[src/rtl/tlb_refill_walker.sv]
// -----------------------------------------------------------------------------
// tlb_refill_walker
//   Hardware TLB refill engine for the instruction (IME) and data (DME) memory
//   engines. On a TLB miss it reads one PTE line from a single-level page table
//   through the arbiter's request/response id scheme. It then either writes the
//   translation into the TLB that missed or raises a page fault.
//
// Ports
//   clk, rst              clock; asynchronous active-low reset
//   i_itlb_miss/_vaddr    instruction TLB miss level and missing VA
//   i_dtlb_miss/_vaddr    data TLB miss level and missing VA (wins a tie)
//   o_mem_enable/_addr    PTE line read request, held until i_mem_grant
//   i_mem_grant           arbiter accepted the request this cycle
//   i_mem_id_request      id assigned by the arbiter on the grant cycle
//   i_mem_enable          memory response valid
//   i_mem_id_response     id of the response
//   i_mem_data            response line, little-endian 32-bit words
//   o_mem_ack             ack of a consumed response, same cycle as the response
//   o_tlb_vpn/_ppn        translation, driven with the write strobe
//   o_itlb_write_enable   1-cycle write strobe to the instruction TLB
//   o_dtlb_write_enable   1-cycle write strobe to the data TLB
//   o_fault               1-cycle page fault pulse
//   o_fault_is_data       fault source, 1=data, valid with o_fault
//   o_busy                walker is not idle
//   o_dbg_state           current FSM state encoding, for checkers
//
// Handshake: a request is transferred on a cycle where o_mem_enable and
// i_mem_grant are both high; o_mem_enable holds o_mem_addr stable until then.
// A response is consumed on a cycle where i_mem_enable is high and
// i_mem_id_response matches the granted id while waiting; o_mem_ack marks
// exactly those cycles.
// -----------------------------------------------------------------------------
module tlb_refill_walker #(
  parameter int                VA_WIDTH      = 32,
  parameter int                PA_WIDTH      = 20,
  parameter int                PAGE_BITS     = 12,
  parameter int                PT_INDEX_BITS = 10,
  parameter logic [PA_WIDTH-1:0] PT_BASE     = 20'h10000,
  parameter int                CACHE_BYTES   = 16,
  parameter int                ID_WIDTH      = 2,
  parameter int                TIMEOUT       = 64
) (
  input  logic                          clk,
  input  logic                          rst,
  input  logic                          i_itlb_miss,
  input  logic [VA_WIDTH-1:0]           i_itlb_vaddr,
  input  logic                          i_dtlb_miss,
  input  logic [VA_WIDTH-1:0]           i_dtlb_vaddr,
  output logic                          o_mem_enable,
  output logic [PA_WIDTH-1:0]           o_mem_addr,
  input  logic                          i_mem_grant,
  input  logic [ID_WIDTH-1:0]           i_mem_id_request,
  input  logic                          i_mem_enable,
  input  logic [ID_WIDTH-1:0]           i_mem_id_response,
  input  logic [CACHE_BYTES*8-1:0]      i_mem_data,
  output logic                          o_mem_ack,
  output logic [VA_WIDTH-PAGE_BITS-1:0] o_tlb_vpn,
  output logic [PA_WIDTH-PAGE_BITS-1:0] o_tlb_ppn,
  output logic                          o_itlb_write_enable,
  output logic                          o_dtlb_write_enable,
  output logic                          o_fault,
  output logic                          o_fault_is_data,
  output logic                          o_busy,
  output logic [2:0]                    o_dbg_state
);

  localparam int VPN_W     = VA_WIDTH - PAGE_BITS;
  localparam int PPN_W     = PA_WIDTH - PAGE_BITS;
  localparam int LINE_BITS = $clog2(CACHE_BYTES);
  localparam int WORDS     = CACHE_BYTES / 4;
  localparam int WSEL_W    = LINE_BITS - 2;
  localparam int TMR_W     = $clog2(TIMEOUT + 1);

  typedef enum logic [2:0] {
    S_IDLE  = 3'd0,
    S_REQ   = 3'd1,
    S_WAIT  = 3'd2,
    S_DONE  = 3'd3,
    S_FAULT = 3'd4
  } state_t;

  state_t              state_q;
  logic [ID_WIDTH-1:0] id_q;
  logic [VPN_W-1:0]    vpn_q;
  logic                src_data_q;
  logic [TMR_W-1:0]    timer_q;

  // Byte address of the PTE for a VPN; wraps naturally at PA_WIDTH bits.
  function automatic logic [PA_WIDTH-1:0] pte_addr_of(input logic [VPN_W-1:0] vpn);
    pte_addr_of = PT_BASE + {{(PA_WIDTH-PT_INDEX_BITS-2){1'b0}},
                             vpn[PT_INDEX_BITS-1:0], 2'b00};
  endfunction

  // Miss selection in IDLE: data side wins a simultaneous miss.
  logic [VPN_W-1:0]    cand_vpn;
  logic [PA_WIDTH-1:0] cand_pte_addr;
  assign cand_vpn      = i_dtlb_miss ? i_dtlb_vaddr[VA_WIDTH-1:PAGE_BITS]
                                     : i_itlb_vaddr[VA_WIDTH-1:PAGE_BITS];
  assign cand_pte_addr = pte_addr_of(cand_vpn);

  // Word of the returned line holding the PTE of the walk in flight.
  logic [PA_WIDTH-1:0] cur_pte_addr;
  logic [WSEL_W-1:0]   wsel;
  logic [31:0]         pte_word;
  assign cur_pte_addr = pte_addr_of(vpn_q);
  assign wsel         = cur_pte_addr[LINE_BITS-1:2];

  always_comb begin
    pte_word = '0;
    for (int w = 0; w < WORDS; w++) begin
      if (wsel == WSEL_W'(w)) pte_word = i_mem_data[w*32 +: 32];
    end
  end

  logic             pte_valid;
  logic [PPN_W-1:0] pte_ppn;
  assign pte_valid = pte_word[0];
  assign pte_ppn   = pte_word[PA_WIDTH-1:PAGE_BITS];

  // The ack has to land in the same cycle as the response, so it is decoded
  // from the registered state rather than registered itself. Outside WAIT
  // (including right after a reset) no response can ever be acked.
  logic resp_match;
  assign resp_match = (state_q == S_WAIT) && i_mem_enable && (i_mem_id_response == id_q);
  assign o_mem_ack  = resp_match;
  assign o_dbg_state = state_q;

  always_ff @(posedge clk or negedge rst) begin
    if (!rst) begin
      state_q             <= S_IDLE;
      id_q                <= '0;
      vpn_q               <= '0;
      src_data_q          <= 1'b0;
      timer_q             <= '0;
      o_mem_enable        <= 1'b0;
      o_mem_addr          <= '0;
      o_tlb_vpn           <= '0;
      o_tlb_ppn           <= '0;
      o_itlb_write_enable <= 1'b0;
      o_dtlb_write_enable <= 1'b0;
      o_fault             <= 1'b0;
      o_fault_is_data     <= 1'b0;
      o_busy              <= 1'b0;
    end else begin
      // Strobes and the translation they carry are single-cycle pulses.
      o_itlb_write_enable <= 1'b0;
      o_dtlb_write_enable <= 1'b0;
      o_fault             <= 1'b0;
      o_fault_is_data     <= 1'b0;
      o_tlb_vpn           <= '0;
      o_tlb_ppn           <= '0;
      case (state_q)
        S_IDLE: begin
          if (i_dtlb_miss || i_itlb_miss) begin
            vpn_q        <= cand_vpn;
            src_data_q   <= i_dtlb_miss;
            o_mem_enable <= 1'b1;
            o_mem_addr   <= {cand_pte_addr[PA_WIDTH-1:LINE_BITS], {LINE_BITS{1'b0}}};
            o_busy       <= 1'b1;
            state_q      <= S_REQ;
          end
        end
        S_REQ: begin
          if (i_mem_grant) begin
            id_q         <= i_mem_id_request;
            timer_q      <= '0;
            o_mem_enable <= 1'b0;
            o_mem_addr   <= '0;
            state_q      <= S_WAIT;
          end
        end
        S_WAIT: begin
          // A matching response beats the timeout in the same cycle.
          if (resp_match) begin
            if (pte_valid) begin
              o_tlb_vpn           <= vpn_q;
              o_tlb_ppn           <= pte_ppn;
              o_dtlb_write_enable <= src_data_q;
              o_itlb_write_enable <= !src_data_q;
            end else begin
              o_fault         <= 1'b1;
              o_fault_is_data <= src_data_q;
            end
            state_q <= S_DONE;
          end else if (timer_q == TMR_W'(TIMEOUT - 1)) begin
            o_fault         <= 1'b1;
            o_fault_is_data <= src_data_q;
            state_q         <= S_FAULT;
          end else begin
            timer_q <= timer_q + 1'b1;
          end
        end
        // Both terminal states last one cycle; the following IDLE cycle lets
        // the TLB absorb its write before a still-high miss is re-sampled.
        S_DONE, S_FAULT: begin
          o_busy  <= 1'b0;
          state_q <= S_IDLE;
        end
        default: begin
          o_mem_enable <= 1'b0;
          o_busy       <= 1'b0;
          state_q      <= S_IDLE;
        end
      endcase
    end
  end

  logic unused_bits;
  assign unused_bits = ^{i_itlb_vaddr[PAGE_BITS-1:0], i_dtlb_vaddr[PAGE_BITS-1:0],
                         pte_word[31:PA_WIDTH], pte_word[PAGE_BITS-1:1],
                         cur_pte_addr[PA_WIDTH-1:LINE_BITS], cur_pte_addr[1:0]};

endmodule

[config.mk]
export PLATFORM = sky130hd
export DESIGN_NAME = tlb_refill_walker
export DESIGN_NICKNAME = d
export VERILOG_FILES = /design/src/rtl/tlb_refill_walker.sv
export SDC_FILE = /design/constraint.sdc
export NUM_CORES = 1
export LEC_CHECK = 0
export CAP_MARGIN = 30
export CORE_MARGIN = 5
export CORE_UTILIZATION = 36
export CTS_CLUSTER_DIAMETER = 80
export CTS_CLUSTER_SIZE = 10
export DETAILED_ROUTE_END_ITERATION = 10
export GPL_ROUTABILITY_DRIVEN = 0
export PLACE_DENSITY = 0.86
export SLEW_MARGIN = 20
export SYNTH_ARGS = -nofsm -noshare
export SYNTH_HDL_FRONTEND = slang
export SYNTH_SLANG_ARGS = --single-unit
export TNS_END_PERCENT = 30
[constraint.sdc]
create_clock -name clk -period 4.8 [get_ports clk]
set_input_delay 0.96 -clock clk [delete_from_list [all_inputs] [get_ports clk]]
set_output_delay 0.96 -clock clk [all_outputs]
set_load 0.02 [all_outputs]
; ---- Word-level counts from Yosys, hierarchy flattened
; Cells that the tools add are included.
[totals]
ff_bits = 87
latch_bits = 0
ramBits = 0
romBits = 0
in_bits = 202
out_inout_bits = 58
wordCells = 91
mem_count = 0
[classes]
add_sub_neg = 3
n_mul = 0
n_div = 0
order_cmp = 0
eq_ne = 14
shifts = 0
mux = 41
bitwise_logic = 2
n_reduce_logical = 17
[op_table]
columns = op, count
row1 = $mux 20, 10
row2 = $pmux 20 s2, 1
row3 = $mux 8, 3
row4 = $mux 7, 3
row5 = $add 17x12->18 const A, 1
row6 = $mux 1, 16
row7 = $pmux 7 s2, 1
row8 = $mux 3, 4
row9 = $pmux 3 s3, 1
row10 = $reduce_and 3->1, 3
row11 = $ne 2x2->1 const B, 4
row12 = $add 7x1->7 const B, 1
row13 = $eq 7x6->1 const B, 1
row14 = $eq 3x2->1 const B, 2
row15 = $reduce_and 2->1, 3
row16 = $add 1x4->4 const A, 1
row17 = $eq 2x2->1 const B, 2
row18 = $reduce_and 4->1, 1
row19 = $reduce_bool 2->1, 2
row20 = $eq 3x1->1 const B, 1
row21 = $eq 3x3->1 const B, 1
row22 = $logic_not 3->1, 1
row23 = $ne 3x2->1 const B, 1
row24 = $pmux 1 s3, 1
row25 = 10 further kinds, 12

; ---- Longest topological paths before layout
; Gate-level depths: netlist (run 1).
[logic_depth]
ltp_word = 9
depth_mapped = 6
ltp_nobuf = 5

; ---- Worst setup path before layout (run 1)
; No wires, ideal clock.
[synth_path]
path_kind = in2out
startpoint = input i_mem_id_response[0]
endpoint = output o_mem_ack
arrival_ns = 1.787
required_ns = 3.840
path_slack_ns = 2.053
cell_stages = 3
n_path_buf = 0
path_cell_list = xnor2_1 nand3_1 nor3_1
[synth_between]
elab_chain_len = 2
[synth_rtl]
columns = item, line
row1 = "start, declared", 54  ; input logic [ID_WIDTH-1:0] i_mem_id_response,
row2 = $eq 2x2->1, 124  ; assign resp_match = (state_q == S_WAIT) && i_mem_enable && (i_mem_id_response == id_q);
row3 = $logic_and 1x1->1, 124
row4 = "end, declared", 56  ; output logic o_mem_ack,
; No other way between the ends.

; ---- Worst setup path in the final report (run 1)
[layout_path]
startpoint = input i_mem_id_response[1]
endpoint = output o_mem_ack
; Same word-level chain as after synthesis.

==> impl_results.md, run 1 <==
* Synth top area share at 56.4%
* Setup crit end kind: output pin
* Largest net degree at the start of global routing at 77
* Kind of critical path: input port to output pin
* Clk pwr share at 25.7%
* Setup TNS at 0 ns
* Worst vdd ir at 0.000357 V
* Total Power at 2.26 mW
* # clock sinks at 76
* Critical Path Start Type: input port
* Status: finished clean
* Slew Limit Headroom at 44.9%
* Ys async rst share at 100%
* Top-level port count at 260
* Area Growth Syn to Fin at 48.5%
* Vias in the first global route at 2753
* Placement row count at 35
* MaxCap Viol Count at 0
* Vias at 2598
* Share of cells above drive strength 1 at 7.58%
* Fmax achieved at 0.277 GHz
* Root buffer cell: clkbuf_8
* Final HPWL DP at 6.54 mm
* Final net count at 620
* DIE HEIGHT at 107 um
* Pins Over Slew Limit at 0
* Hold_buf cts at 0
* Commonest non-fill, non-tap cell in the layout: clkdlybuf4s50_1
* CP arrival at 2.65 ns
* CTS tree: yes
* Setup WS post-layout at 1.19 ns
* Switching Fraction at 32.2%
* Initial antenna violation count at 0
* IO buf count at 132
* Area leader, netlist: dfrtp_1
* PwrDens at 451 nW/um^2
* Via density at 4.87
* Sequential fraction of the synthesis area at 56.4%
* Die Wd at 107 um
* Combinational power share at 32.7%
* CP max FO at 3
* Post-Synthesis Cells at 287
* P_int at 1.53 mW
* Total gr overflow at 0
* Avg WL per Cell at 16.1 um
* Top post-synthesis cells by area: dfrtp_1 56%, mux2i_1 6.8%, mux4_2 6.0%
* Sw power at 729 uW
* Post-CTS Setup Repair Bufs at 0
* Aggregate routed wire length at 8.57 mm
* EDFF count, synth at 0
* Die area at 11400 sq um
* Worst Max-Slew Pin Slew at 0.826 ns
* Synth unique cells at 39
* Pre-CTS setup slack at 1.20 ns
* Core area at 9200 sq um
* Clock-pin slew of the registers on the worst-case setup and hold paths at 0.07 ns
* Clock Latency Late Sink at 0.34 ns
* DR pass1 iterations at 4
* Post-Synthesis Cell Area at 3370 sq um
* Drt drc at 0
* Leading register cell type out of synthesis: dfrtp_1
* Antenna Cells at 0
* Total CTS buffers at 9
* Antenna-violating nets left at 0
* WP data required at 3.84 ns
* Leak at 2.33 nW
* H-tree lvl count at 3
* Max Root-Sink Buffers at 2
* Ratio of final minimum period to clock period at 75.2%
* Final Hold Viols at 0
* 1st-iter DRT viols at 64
* Seq pwr share at 41.7%
* GR Util All Layers at 15.2%
* First-pass GRT wire length at 13.6 mm
* Min Tclk post-route at 3.61 ns
* Hold WC Path Type: register to register
* #FFs+latches synth at 76
* Commonest non-fill, non-tap cells in the layout: 131 x clkdlybuf4s50_1, 76 x dfrtp_1, 30 x and2_1
* Yosys warns at 0
* Syn_area_per_cell at 11.7 sq um
* Clock skew at 0.0120 ns
* # setup viols final at 0
* RSZ-0062 raised after global routing: no
* Post-cts sizing count at 0
* Initial cell density of the core at 36.7%
[path summary, 6_finish.rpt]
check / startpoint / end / slack (ns) / cells past startpoint
hold / removal: vpn_q[2] / vpn_q[2] / 0.47 / 1
min in group asynchronous: rst / o_tlb_ppn[3] / 0.49 / 1
hold reg to reg: vpn_q[2] / vpn_q[2] / 0.47 / 1
max in group asynchronous: rst / vpn_q[4] / 3.75 / 2
setup reg to reg: vpn_q[0] / o_tlb_vpn[11] / 2.55 / 3
setup / recovery: i_mem_id_response[1] / o_mem_ack / 1.19 / 5
[registers in the layout (all words and copies together), names as in the netlist]
register	cells
o_tlb_vpn	20
o_fault_is_data	1
o_fault	1
o_dtlb_write_enable	1
o_mem_addr	9
o_busy	1
o_tlb_ppn	8
vpn_q	20
o_itlb_write_enable	1
src_data_q	1
id_q	2
o_dbg_state	3
timer_q	7
o_mem_enable	1
[cell families after synthesis]
group,Yosys count,synth area share [%]
AND/OR/NAND/NOR,99,15.5
flip-flops,76,56.4
AO/OA/AOI/OAI,47,9.50
multiplexers,32,12.8
buffers and inverters,29,4.75
XOR/XNOR,2,0.520
adder cells (fa/ha/maj),1,0.371
other,1,0.111
[cell usage after synthesis (all sizes together), types with 3 or more instances]
cell type,instances
o21ai,14
mux2i,23
nor2b,3
nand3,4
clkbuf,13
a21oi,4
mux4,9
and3,5
nand2b,3
a21o,16
buf,14
nor3,3
dfrtp,76
nand2,27
nor2,17
and2,30
[worst max-delay path, cell delays in order]
cell             delay, ns
clkdlybuf4s50_1       0.44
xnor2_1               0.23
nand3_1               0.16
nor3_1                0.20
clkdlybuf4s50_1       0.66
[metal layers]
layer	vias to the layer above	wire length, um	global-route usage (%)
met5	-	0	0
met4	0	60	3.01
met3	6	1040	7.95
met2	118	4030	24.8
met1	1246	3440	17.9
li1	1228	-	-
[layout make-up]
| type | instances | area (sq um) |
|---|---|---|
| Clock buffer | 10 | 128 |
| Tap cell | 111 | 139 |
| Multi-Input combinational cell | 192 | 1350 |
| Sequential cell | 76 | 1900 |
| Timing Repair Buffer | 136 | 1370 |
| Clock inverter | 6 | 111 |
| Fill cell | 791 | 4190 |
| Inverter | 2 | 7.51 |
[power by group through the flow]
stage | Clock [mW] | Combinational (mW) | Sequential [mW]
6_report | 0.580 | 0.739 | 0.942
5_1_grt | 0.620 | 0.814 | 0.968
4_1_cts | 0.595 | 0.748 | 0.946
3_5_place_dp | 0 | 0.744 | 0.957
3_3_place_gp | 0 | 0.718 | 0.944
2_1_floorplan | 0 | 0.439 | 0.955
[per-stage QoR]
stage                     cell area, sq um  instances  hold WS [ns]  utilization, %
after global placement                4740        516         0.451            51.6
after floorplan                       3410        297         0.431               -
after global routing                  5010        533         0.482            54.4
after CTS                             4980        532         0.474            54.1
after detailed placement              4740        516         0.458            51.6
final                                 5010        533         0.470            54.4
(Power assumes the default switching activity.)
==> inputs of run 2 (changes only) <==
CORE_UTILIZATION = 34   (was 36)
PLACE_DENSITY = 0.82   (was 0.86)
clock period = 3.7 ns   (was 4.8 ns; I/O delays follow)
==> impl_results.md, run 2 (synthesized netlist as in run 1, its figures left out) <==
* Status: finished clean
* Critical Path Start Type: input port
* Post-cts sizing count at 0
* Total CTS buffers at 9
* Worst Max-Slew Pin Slew at 0.622 ns
* Setup crit start: i_mem_id_response[0]
* Flop-to-flop setup slack at 1.65 ns
* Commonest non-fill, non-tap cell in the layout: clkdlybuf4s50_1
* 1st-iter DRT viols at 101
* CP arrival at 2.50 ns
* Post-CTS Setup Repair Bufs at 0
* Setup crit end kind: output pin
* Total gr overflow at 0
* Worst vdd ir at 0.000380 V
* Max Root-Sink Buffers at 2
* Clock skew at 0.00917 ns
* Hold_buf cts at 0
* Dpl cells at 539
* Core area at 9730 sq um
* Avg WL per Cell at 15.8 um
* Pins Over Slew Limit at 0
* MaxCap Viol Count at 0
* Multi-input logic area at 1350 sq um
* PwrDens at 585 nW/um^2
* Top-level port count at 260
* Reg2Reg Depth at 4
* IO buf count at 132
* Top Layer Used: met4
* Ratio of final minimum period to clock period at 87.5%
* Min Tclk post-route at 3.24 ns
* Hold slack at 0.351 ns
* RSZ-0062 raised after global routing: no
* Clock-pin slew of the registers on the worst-case setup and hold paths at 0.08 ns
* Via density at 4.63
* Initial antenna violation count at 0
* Drt drc at 0
* WP data required at 2.96 ns
* Die area at 12000 sq um
* Root buffer cell: clkbuf_8
* DIE HEIGHT at 110 um
* Reg2reg end: o_tlb_vpn[2]
* DR pass1 iterations at 4
* Slew Limit Headroom at 58.5%
* H-tree lvl count at 3
* Antenna Cells at 0
* DP Area at 4780 sq um
* M1 WL at 3.36 mm
* Clock Latency Late Sink at 0.35 ns
* Area Growth Syn to Fin at 49.3%
* FF-to-FF Start: vpn_q[0]
* Fillers at 857
* Initial cell density of the core at 34.7%
* Post-route cell area at 5030 sq um
* Sequential Area at 1900 sq um
* # clock sinks at 76
* Largest net degree at the start of global routing at 77
* Vias at 2569
* Final net count at 621
* Final HPWL DP at 6.57 mm
* # setup viols final at 0
* CP max FO at 3
* Aggregate routed wire length at 8.76 mm
* GR Util All Layers at 14.3%
* Met3 WL at 1.12 mm
* Met2 routed WL at 4.21 mm
* Worst setup path end: o_mem_ack
* Non-filler cells in the finished layout at 555
* Share of cells above drive strength 1 at 7.82%
* Total Power at 2.95 mW
* Antenna-violating nets left at 0
* CTS tree: yes
* Largest registers: o_tlb_vpn x20, vpn_q x20, o_mem_addr x9
* Placement row count at 36
* Kind of critical path: input port to output pin
* Die Wd at 110 um
* Final Hold Viols at 0
* First-pass GRT wire length at 13.2 mm
* Vias in the first global route at 2677
* Hold WC Path Type: input port to asynchronous set/reset pin
* Commonest non-fill, non-tap cells in the layout: 131 x clkdlybuf4s50_1, 76 x dfrtp_1, 30 x and2_1
* Leak at 2.34 nW
* Setup TNS at 0 ns
* Fmax achieved at 0.309 GHz
==> run 2: through the flow <==
stage / utilization (%) / setup slack [ns]
floorplan: - / 1.39
global placement: 49.1 / 0.578
detailed placement: 49.1 / 0.488
CTS: 51.5 / 0.484
global route: 51.7 / 0.400
finish: 51.7 / 0.464
==> run 2: layout make-up <==
class	count	area share (%)
inverters	2	0.149
well taps	133	3.31
clock buffers	10	2.73
flip-flops and latches	76	37.8
repair buffers	137	27.2
multi-input cells	192	26.8
clock inverters	5	1.99
==> run 2: worst min path at each step <==
stage	depth (start not counted)	start	end	slack (ns)
floorplan	1	src_data_q	o_itlb_write_enable	0.43
global placement	1	vpn_q[6]	vpn_q[6]	0.45
detailed placement	1	vpn_q[6]	vpn_q[6]	0.46
CTS	1	vpn_q[6]	vpn_q[6]	0.47
global route	1	rst	o_dtlb_write_enable	0.38
finish	1	rst	o_dtlb_write_enable	0.35
==> run 2: routing by layer <==
layer	vias to the layer above	global-route usage, %
li1	1232	-
met1	1210	16.6
met2	120	24.0
met3	7	6.93
met4	0	3.47
met5	-	0
==> run 2: power by group <==
group	leakage, nW	switching, mW	total, mW	internal [mW]
Sequential	0.998	0.184	1.22	1.04
Clock	0.122	0.296	0.756	0.460
Combinational	1.22	0.467	0.967	0.501
==> run 2: worst max-delay path: stages <==
cell and delay [ns]:
clkdlybuf4s50_1 0.43, xnor2_1 0.28, nand3_1 0.17, nor3_1 0.23, clkdlybuf4s50_1 0.64
==> patch: new RTL, settings of run 2 <==
Change the parameter `TIMEOUT` from 64 to 256.
--- a/src/rtl/tlb_refill_walker.sv
+++ b/src/rtl/tlb_refill_walker.sv
@@ -38,7 +38,7 @@
   parameter logic [PA_WIDTH-1:0] PT_BASE     = 20'h10000,
   parameter int                CACHE_BYTES   = 16,
   parameter int                ID_WIDTH      = 2,
-  parameter int                TIMEOUT       = 64
+  parameter int                TIMEOUT       = 256
 ) (
   input  logic                          clk,
   input  logic                          rst,
Behaviour: no difference found for any inputs over 10 cycles, from zero or initial values and one cycle with rst low; that may be too few to reach the edited logic, so the function may still have changed.
==> patch against run 2 <==
  * Sequential cell count rose by 2
  * Die area increased by 3.2%
  * Clock power up 2%
  * Area after synthesis up 3.6%
  * Via count rose by 7.7%
  * Routed wire length rose by 5.9%
  * Power up 2.2%
  * Critical endpoint unchanged
  * Setup slack improved by 0.075 ns
  * Highest routed layer unchanged
  * Final area is 2.4% higher
  * Non-clock buffer count shrank 1
  * Fmax is 2.4% higher
  * First-iteration DRC count rose by 5.9%
  * Synthesized cell count increased by 5.9%
==> patch: results (changes against run 2) <==
stage	metric	value	unit	change
run_status	status	finished clean		
grt	antenna_found_initial	0		unchanged
routing	first_iter_violations	107		+5.9%
power	leakagePower	2.463	nW	+5.4%
critical_path	r2r_slack	1.34	ns	-0.31 ns
grt	grt.total_usage	0.1495		+0.006035
yosys	synthTopCellsByArea	dfrtp_1 (56%), mux2i_1 (6.6%), mux4_2 (5.8%)		
clocking	clkLatencyLatePin	0.34	ns	
power	p_sw	0.001012	W	+6.9%
finish	drive_gt1_frac	0.08276		+0.004560
place	post-dp-hpwl	6760	um	+2.9%
finish	nets	634		+2.1%
routing	wl	9280	um	+5.9%
sta	timing_hold_violations_final	0		unchanged
routing	vias	2767		+7.7%
yosys	ys_top_cells_by_count	dfrtp_1 (78), nand2_1 (33), and3_1 (29), mux2i_1 (23), nor2_1 (18)		
critical_path	cp.arrival	2.42	ns	-0.08 ns
place	dpl.cell_count	554		+2.8%
yosys	synth_cells	304		+5.9%
sta	fin_crit_sh	0.8542		-0.02035
place	portBuffers	132		unchanged
critical_path	cpPeakStageDelay	0.67	ns	+0.03 ns
yosys	synthArstFlopShare	1.000		unchanged
grt	grt_max_degree	79		+2.6%
yosys	yosysUniqueCellTypes	45		+15%
finish	reg.largest.list	o_tlb_vpn: 20 flops, vpn_q: 20 flops		
power	vdd_drop_max	0.3225	mV	-15%
critical_path	cp_max_fo	4		+1
yosys	yosys_warnings	0		unchanged
yosys	synth_seq_area_share	0.5589		-0.005068
routing	firstDrtPassIters	4		unchanged
sta	fin_skew	0.01424	ns	+0.005072 ns
grt	grt_first_pass_wirelength	14860	um	+12%
routing	via_per_inst	4.846		+4.7%
sta	worst_pin_slew	0.8474	ns	+0.2250 ns
place	dpl_worst_slack	0.5224	ns	+0.03418 ns
finish	fillCellCount	911		+6.3%
grt	grt_pass1_vias	2921		+9.1%
-- patch: cell count changes in the layout (fill, tap and decap cells not counted), moves of 2 or more --
cell,delta
dfrtp_1,+2
and3_1,+24
clkinv_4,+2
xor2_1,+2
o21ai_0,+3
nand2_1,+6
xnor2_1,-2
and2_1,-30
nor3_1,+2
nor2b_1,-3
-- patch: area by class of cell --
type                    count  share of cell area
clock buffers               9             0.02403
inverters                   3            0.002184
multi-input cells         202              0.2740
repair buffers            136              0.2646
flip-flops and latches     78              0.3786
clock inverters             7             0.02354
well taps                 136             0.03301
-- patch: metrics by stage --
| step | hold slack (ns) | cell area (um2) |
|---|---|---|
| detailed placement | 0.4569 | 4882 |
| finish | 0.2971 | 5155 |
| CTS | 0.4748 | 5127 |
| global placement | 0.4497 | 4882 |
| floorplan | 0.4353 | 3530 |
| global route | 0.3021 | 5155 |
-- patch: worst paths after layout --
path                                              from                         to  cells after the start
max in group asynchronous                          rst  o_mem_addr[8]$_DFFE_PN0P_                      2
min in group clk                  vpn_q[5]$_DFFE_PN0P_       vpn_q[5]$_DFFE_PN0P_                      1
worst max register to register  timer_q[2]$_DFFE_PN0P_     timer_q[7]$_DFFE_PN0P_                      8
worst max-delay path              i_mem_id_response[0]                  o_mem_ack                      4
worst min-delay path                               rst        id_q[1]$_DFFE_PN0P_                      1
worst min register to register    vpn_q[5]$_DFFE_PN0P_       vpn_q[5]$_DFFE_PN0P_                      1
-- patch: routing by layer --
| metal | part of all wire | vias to the layer above | GRT usage |
|---|---|---|---|
| met3 | 0.065 | 10 | 0.04022 |
| met2 | 0.50 | 116 | 0.2545 |
| met1 | 0.42 | 1341 | 0.1850 |
| met4 | 0.012 | 0 | 0.04866 |
| met5 | 0 | - | 0 |
| li1 | - | 1300 | - |
-- patch: cell families (layout without fill, tap and decap cells) --
kind of cell / Yosys count / after routing / synth area share
AO/OA/AOI/OAI: 48 / 48 / 0.09030
XOR/XNOR: 2 / 2 / 0.005017
adder cells (fa/ha/maj): 2 / 2 / 0.007165
buffers and inverters: 34 / 155 / 0.05302
flip-flops: 78 / 78 / 0.5589
multiplexers: 33 / 33 / 0.1272
other: 1 / 11 / 0.001074
AND/OR/NAND/NOR: 106 / 106 / 0.1573
-- patch: power groups by stage --
stage	sequential [W]	combinational, W	clock (W)
after global routing	0.00127	0.00111	0.000835
after detailed placement	0.00125	0.00102	0
after floorplan	0.00125	0.000606	0
after CTS	0.00124	0.00102	0.000791
final	0.00124	0.00100	0.000770
after global placement	0.00124	0.000989	0
